[src/rtl/blake_stream_host.sv]
// Streaming wrapper around a BLAKE hash core: gathers ten 64-bit header words
// into a 640-bit block, starts the core, waits for its digest (with timeout),
// then streams the 512-bit digest out as eight 64-bit words.
module blake_stream_host #(
    parameter int TIMEOUT_CYCLES = 255
) (
    input  logic         clk,
    input  logic         rstb,
    input  logic [63:0]  s_data,
    input  logic         s_valid,
    output logic         s_ready,
    output logic [639:0] core_din,
    output logic         core_ena,
    input  logic         core_rdy,
    input  logic [511:0] core_dout,
    output logic [63:0]  m_data,
    output logic         m_valid,
    input  logic         m_ready,
    output logic         m_last,
    output logic         busy,
    output logic         err,
    input  logic         err_clr
);
    typedef enum logic [1:0] {LOAD, START, WAIT, DRAIN} state_t;

    localparam logic [7:0] TMO = TIMEOUT_CYCLES[7:0];

    state_t       state, state_nxt;
    logic [3:0]   wcnt;
    logic [2:0]   j;
    logic [7:0]   timer;
    logic [511:0] digest;
    logic         s_fire, m_fire, capture, timeout;
    logic [9:0]   din_lo;
    logic [8:0]   dig_lo;

    assign s_fire  = s_valid && s_ready;
    assign m_fire  = m_valid && m_ready;
    assign capture = (state == WAIT) && core_rdy;
    // core_rdy on the final timer value still wins over the timeout
    assign timeout = (state == WAIT) && !core_rdy && (timer == TMO);
    // word 0 lands in the top 64 bits, word 9 in the bottom
    assign din_lo  = 10'd576 - {wcnt, 6'd0};
    assign dig_lo  = {~j, 6'd0};
    assign busy    = !((state == LOAD) && (wcnt == 4'd0));

    // next-state and handshake outputs; s_ready is held low while in reset
    always_comb begin
        state_nxt = state;
        s_ready   = 1'b0;
        core_ena  = 1'b0;
        m_valid   = 1'b0;
        m_last    = 1'b0;
        m_data    = '0;
        case (state)
            LOAD: begin
                s_ready = !rstb;
                if (s_valid && !rstb && (wcnt == 4'd9))
                    state_nxt = START;
            end
            START: begin
                core_ena  = 1'b1;
                state_nxt = WAIT;
            end
            WAIT: begin
                if (core_rdy)
                    state_nxt = DRAIN;
                else if (timer == TMO)
                    state_nxt = LOAD;
            end
            DRAIN: begin
                m_valid = 1'b1;
                m_data  = digest[dig_lo +: 64];
                m_last  = (j == 3'd7);
                if (m_ready && (j == 3'd7))
                    state_nxt = LOAD;
            end
            default: state_nxt = LOAD;
        endcase
    end

    // state register
    always_ff @(posedge clk or posedge rstb) begin
        if (rstb) state <= LOAD;
        else      state <= state_nxt;
    end

    // header assembly; core_din only changes on accepted words, so it is
    // stable from START until the next block begins loading
    always_ff @(posedge clk or posedge rstb) begin
        if (rstb) begin
            wcnt     <= 4'd0;
            core_din <= '0;
        end else if (s_fire) begin
            core_din[din_lo +: 64] <= s_data;
            wcnt <= (wcnt == 4'd9) ? 4'd0 : wcnt + 4'd1;
        end
    end

    // WAIT timer and digest capture
    always_ff @(posedge clk or posedge rstb) begin
        if (rstb) begin
            timer  <= 8'd0;
            digest <= '0;
        end else begin
            if ((state == WAIT) && !capture && !timeout) timer <= timer + 8'd1;
            else                                         timer <= 8'd0;
            if (capture) digest <= core_dout;
        end
    end

    // digest word index; wraps back to 0 after the last word
    always_ff @(posedge clk or posedge rstb) begin
        if (rstb)        j <= 3'd0;
        else if (m_fire) j <= j + 3'd1;
    end

    // sticky timeout flag; a new timeout beats a simultaneous clear
    always_ff @(posedge clk or posedge rstb) begin
        if (rstb)         err <= 1'b0;
        else if (timeout) err <= 1'b1;
        else if (err_clr) err <= 1'b0;
    end
endmodule

[config.mk]
export PLATFORM = sky130hd
export DESIGN_NAME = blake_stream_host
export DESIGN_NICKNAME = d
export VERILOG_FILES = /design/src/rtl/blake_stream_host.sv
export SDC_FILE = /design/constraint.sdc
export NUM_CORES = 2
export LEC_CHECK = 0
export CORE_AREA = 3 3 505 507
export DETAILED_ROUTE_END_ITERATION = 12
export DIE_AREA = 0 0 508 510
export GPL_ROUTABILITY_DRIVEN = 0
export MAX_ROUTING_LAYER = met4
export PLACE_DENSITY = 0.45
export SLEW_MARGIN = 0
export SYNTH_ARGS = -nofsm -noshare
export SYNTH_HDL_FRONTEND = slang
export SYNTH_SLANG_ARGS = --single-unit
[constraint.sdc]
create_clock -name clk -period 63 [get_ports clk]
set_clock_uncertainty 0.15 [all_clocks]
set_input_delay 9.45 -clock clk [delete_from_list [all_inputs] [get_ports clk]]
set_output_delay 9.45 -clock clk [all_outputs]
set_load 0.02 [all_outputs]
Word-level counts from Yosys, hierarchy flattened
Cells that the tools add are included.
W data, S select, Z words.
{"block": "op_classes", "bitwise": 1, "n_addsub": 5, "reduce_logical": 20, "n_eq_ne": 9, "mux": 15, "n_shift": 3}
{"cell": "$bwmux W640", "count": 1}
{"cell": "$shift A64 B12 Y640 const A", "count": 1}
{"cell": "$shiftx A64 B12 Y640", "count": 1}
{"cell": "$shiftx A512 B10 Y64", "count": 1}
{"cell": "$mux W64", "count": 1}
{"cell": "$neg A10 Y12", "count": 1}
{"cell": "$logic_and A1 B1 Y1", "count": 11}
{"cell": "$sub A10 B10 Y10 const A", "count": 1}
{"cell": "$add A8 B1 Y8 const B", "count": 1}
{"cell": "$eq A8 B8 Y1 const B", "count": 1}
{"cell": "$mux W2", "count": 4}
{"cell": "$mux W8", "count": 1}
{"cell": "$pmux W2 S4", "count": 1}
{"cell": "$mux W1", "count": 6}
{"cell": "$logic_not A1 Y1", "count": 5}
{"cell": "$add A4 B1 Y4 const B", "count": 1}
{"cell": "$eq A2 B2 Y1 const B", "count": 2}
{"cell": "$eq A4 B4 Y1 const B", "count": 1}
{"cell": "$logic_not A4 Y1", "count": 1}
{"cell": "$mux W4", "count": 1}
{"cell": "$add A3 B1 Y3 const B", "count": 1}
{"cell": "$eq A3 B3 Y1 const B", "count": 1}
{"cell": "$ne A3 B2 Y1 const B", "count": 1}
{"cell": "$not A3 Y3", "count": 1}
{"cell": "other kinds (6)", "count": 6}
{"block": "totals", "word_cells": 60, "reg_bits": 1170}

Depth between registers and ports, before layout
{"block": "depth", "ltp_word": 6, "mapped_depth": 9, "mapped_depth_nobuf": 7}

Least setup slack after synthesis
Ideal clock, no wire load.
{"block": "synth_timing", "kind": "input port to output port", "start": "input port rstb", "end": "output port s_ready", "slack_ns": 43.447, "stages": 1, "n_path_buf": 0, "arrival_time_ns": 9.953, "path_cell_list": "nor3_1"}
{"block": "synth_between", "elab_chain_len": 2}
{"item": "from (decl)", "line": "8", "source": "input logic rstb,"}
{"item": "$logic_not A1 Y1 (no line)"}
{"item": "$mux W1", "line": "55", "source": "case (state)"}
{"item": "to (decl)", "line": "11", "source": "output logic s_ready,"}
No other way between the ends.

Final worst setup path
Same ends and word-level chain as after synthesis.

==> out/qor.yml <==
worst_setup_path:
  reg2reg_from: "state[0]"
  required_ns: 53.40
  cp-endpoint: "s_ready"
  rr_worst_depth: 6
  cp.arrival_ns: 10.97
  cp_max_fo: 3
  worstSetupPathType: "in -> out"
  r2r_slack_ns: 58.15
  cp-end-kind: "output pin"
  cp-startpoint: "rstb"
  reg2reg_to: "digest[119]"
  cp-start-kind: "primary input"
route:
  wl_per_cell_um: 26.3
  ant_nets: 0
  firstDrtPassIters: 5
  wl_met3_mm: 19.2
  met1_length_mm: 81.5
  viasPerCell: 4.06
  routed.top_layer: "met4"
  drc: 0
  initialDrtViolationCount: 1630
  vias: 32719
  wl_met2_mm: 106
  wl_mm: 212
synth:
  syn_area_um2: 49200
  synthXorXnorAreaFrac: 0.00140
  synth_mux_area_frac: 0.321
  yosysTopAreaCell: "dfrtp_1"
  async_flop_share: 1.00
  synth-main-ff-cell: "dfrtp_1"
  ys_ff_latch: 1170
  syn_avg_cell_area_um2: 15.3
  synth_compound_area_frac: 0.0124
  synthAdderAreaFrac: 0.00305
  yosysWarnings: 0
  synthesis.nets: 3803
  seq_area_frac_synth: 0.595
  synth_top_family_by_area: "multiplexers"
  ys_top_cells_by_area: "dfrtp_1, mux2_2, mux4_2, and2_1, mux2i_1"
  synth-edff-count: 0
  netlist.area_leader.share: 0.595
  synth_cells: 3209
  synth-simple-area-share: 0.0465
  yosysUniqueCellTypes: 47
place:
  port_buffers: 1291
  dp_hpwl_mm: 160
  dp_slack_ns: 42.42
  placedCellCount: 7700
  post_dp_cell_area_um2: 65900
timing:
  hold_violations: 0
  timing.fmax_mhz: 48.6
  min_period_ns: 20.57
  post-route-period-util: 0.326
  fin_hold_ws_ns: 0.325
  rsz0062_at_grt: "no"
  slew_viol_final: 0
  setup_violations: 0
  worstMarginPinSlew_ns: 1.22
  finalWorstSetupSlack_ns: 42.43
  relSlewSlack: 0.185
  finalSetupTns_ns: 0
power:
  power.density_nw_per_um2: 40.7
  leakagePower_nw: 30.3
  p_total_mw: 2.89
  max-vdd-ir-drop_uv: 23.1
cts:
  cts_inserted_buffers: 145
  clkTransAtPathRegs_ns: 0.06
  ctsHoldBuffers: 0
  cts.sinks: 1170
  cts_tree: "built"
  cts_buffer_depth: 3
  cts_root_buf: "clkbuf_16"
  cts_setup_buffers: 0
  clk_latency_ns: 0.76
  cts_resized: 0
  cts_max_level: 4
final_layout:
  area_delta_synth_final_pct: 44.2
  final_common_cell: "clkdlybuf4s50_1"
  fillers: 25648
  fin_util: 0.283
  fin_nets: 5093
  design_area_um2: 71000
  multiInputGateArea_um2: 19000
  drive_gt1_frac: 0.319
  seq_area_um2: 29300
  final_cell_mix: "clkdlybuf4s50_1, dfrtp_1, mux2_2"
  finalNonFillerCells: 8066
die:
  die_w_um: 508
  start_util: 0.196
  dieArea_um2: 259000
  core_area_um2: 251000
  rows: 184
  ios: 1292
  die_h_um: 510
global_routing:
  grt_usage: 0.164
  gr-total-overflow: 0
  grt_pass1_vias: 34496
  antenna_found_initial: 145
  grt_max_degree: 137
  grt_pass1_wl_mm: 290
outcome:
  status: "finished, final reports clean"
worst_hold_path:
  hp-class: "reg -> reg"
flow_run:
  maxCapViolCount: 0
==> cell usage after synthesis (2+ instances only) <==
cell	number
dfrtp_1	1170
mux2i_1	64
xnor2_1	5
and2_1	192
o21ai_0	6
nor3b_1	2
nor2_1	76
nor2_4	6
nand4b_1	2
buf_2	77
nor3_1	2
and3_1	2
o31ai_1	64
nor2b_1	2
buf_1	8
nand3b_1	2
a21oi_1	2
mux4_2	128
inv_1	8
ha_1	12
mux2_1	43
clkbuf_1	90
mux2_2	1047
nand2_1	141
buf_4	30
nand3_1	7
==> where the power goes <==
| group | internal, mW | switching, mW | leakage (nW) |
|---|---|---|---|
| logic | 0.492 | 0.495 | 12.7 |
| clock network | 0.496 | 0.350 | 2.33 |
| registers | 0.933 | 0.120 | 15.2 |
| total | 1.92 | 0.965 | 30.3 |
==> kinds of logic after synthesis <==
group           after synthesis
simple gates                442
flops                      1170
compound gates               83
buf+inv                     213
mux                        1282
fa+ha+maj                    12
xor+xnor                      7
==> worst max-delay path, cell delays in order <==
cell and delay, ns:
clkdlybuf4s50_1 0.54, nor3_1 0.30, clkdlybuf4s50_1 0.68
==> registers in the layout (all words and copies together) (netlist names) <==
register / count
core_din: 640
digest: 512
timer: 8
wcnt: 4
j: 3
state: 2
err: 1
==> area by class of cell <==
class                   count  share of cell area
flip-flops and latches   1170               0.413
multi-input cells        1826               0.267
repair buffers           1348               0.189
clock buffers             216              0.0591
well taps                3348              0.0590
clock inverters            37             0.00836
diodes                    113             0.00399
inverters                   8            0.000529
==> routing by layer <==
metal  up-vias  global-route usage
met5         -                   -
met4         0              0.0393
met3       234              0.0616
met2      1182               0.278
met1     17011               0.182
li1      14292                   -
==> worst min-delay path by stage <==
stage	startpoint	end	slack, ns	depth (start not counted)
2_1_floorplan	timer[0]	timer[0]	0.30	1
3_3_place_gp	core_din[588]	core_din[588]	0.31	2
3_5_place_dp	core_din[625]	core_din[625]	0.32	2
4_1_cts	core_din[625]	core_din[625]	0.33	2
5_1_grt	core_din[579]	core_din[579]	0.34	2
6_report	core_din[622]	core_din[622]	0.32	2
No activity file was read; power rests on OpenSTA's default activity.
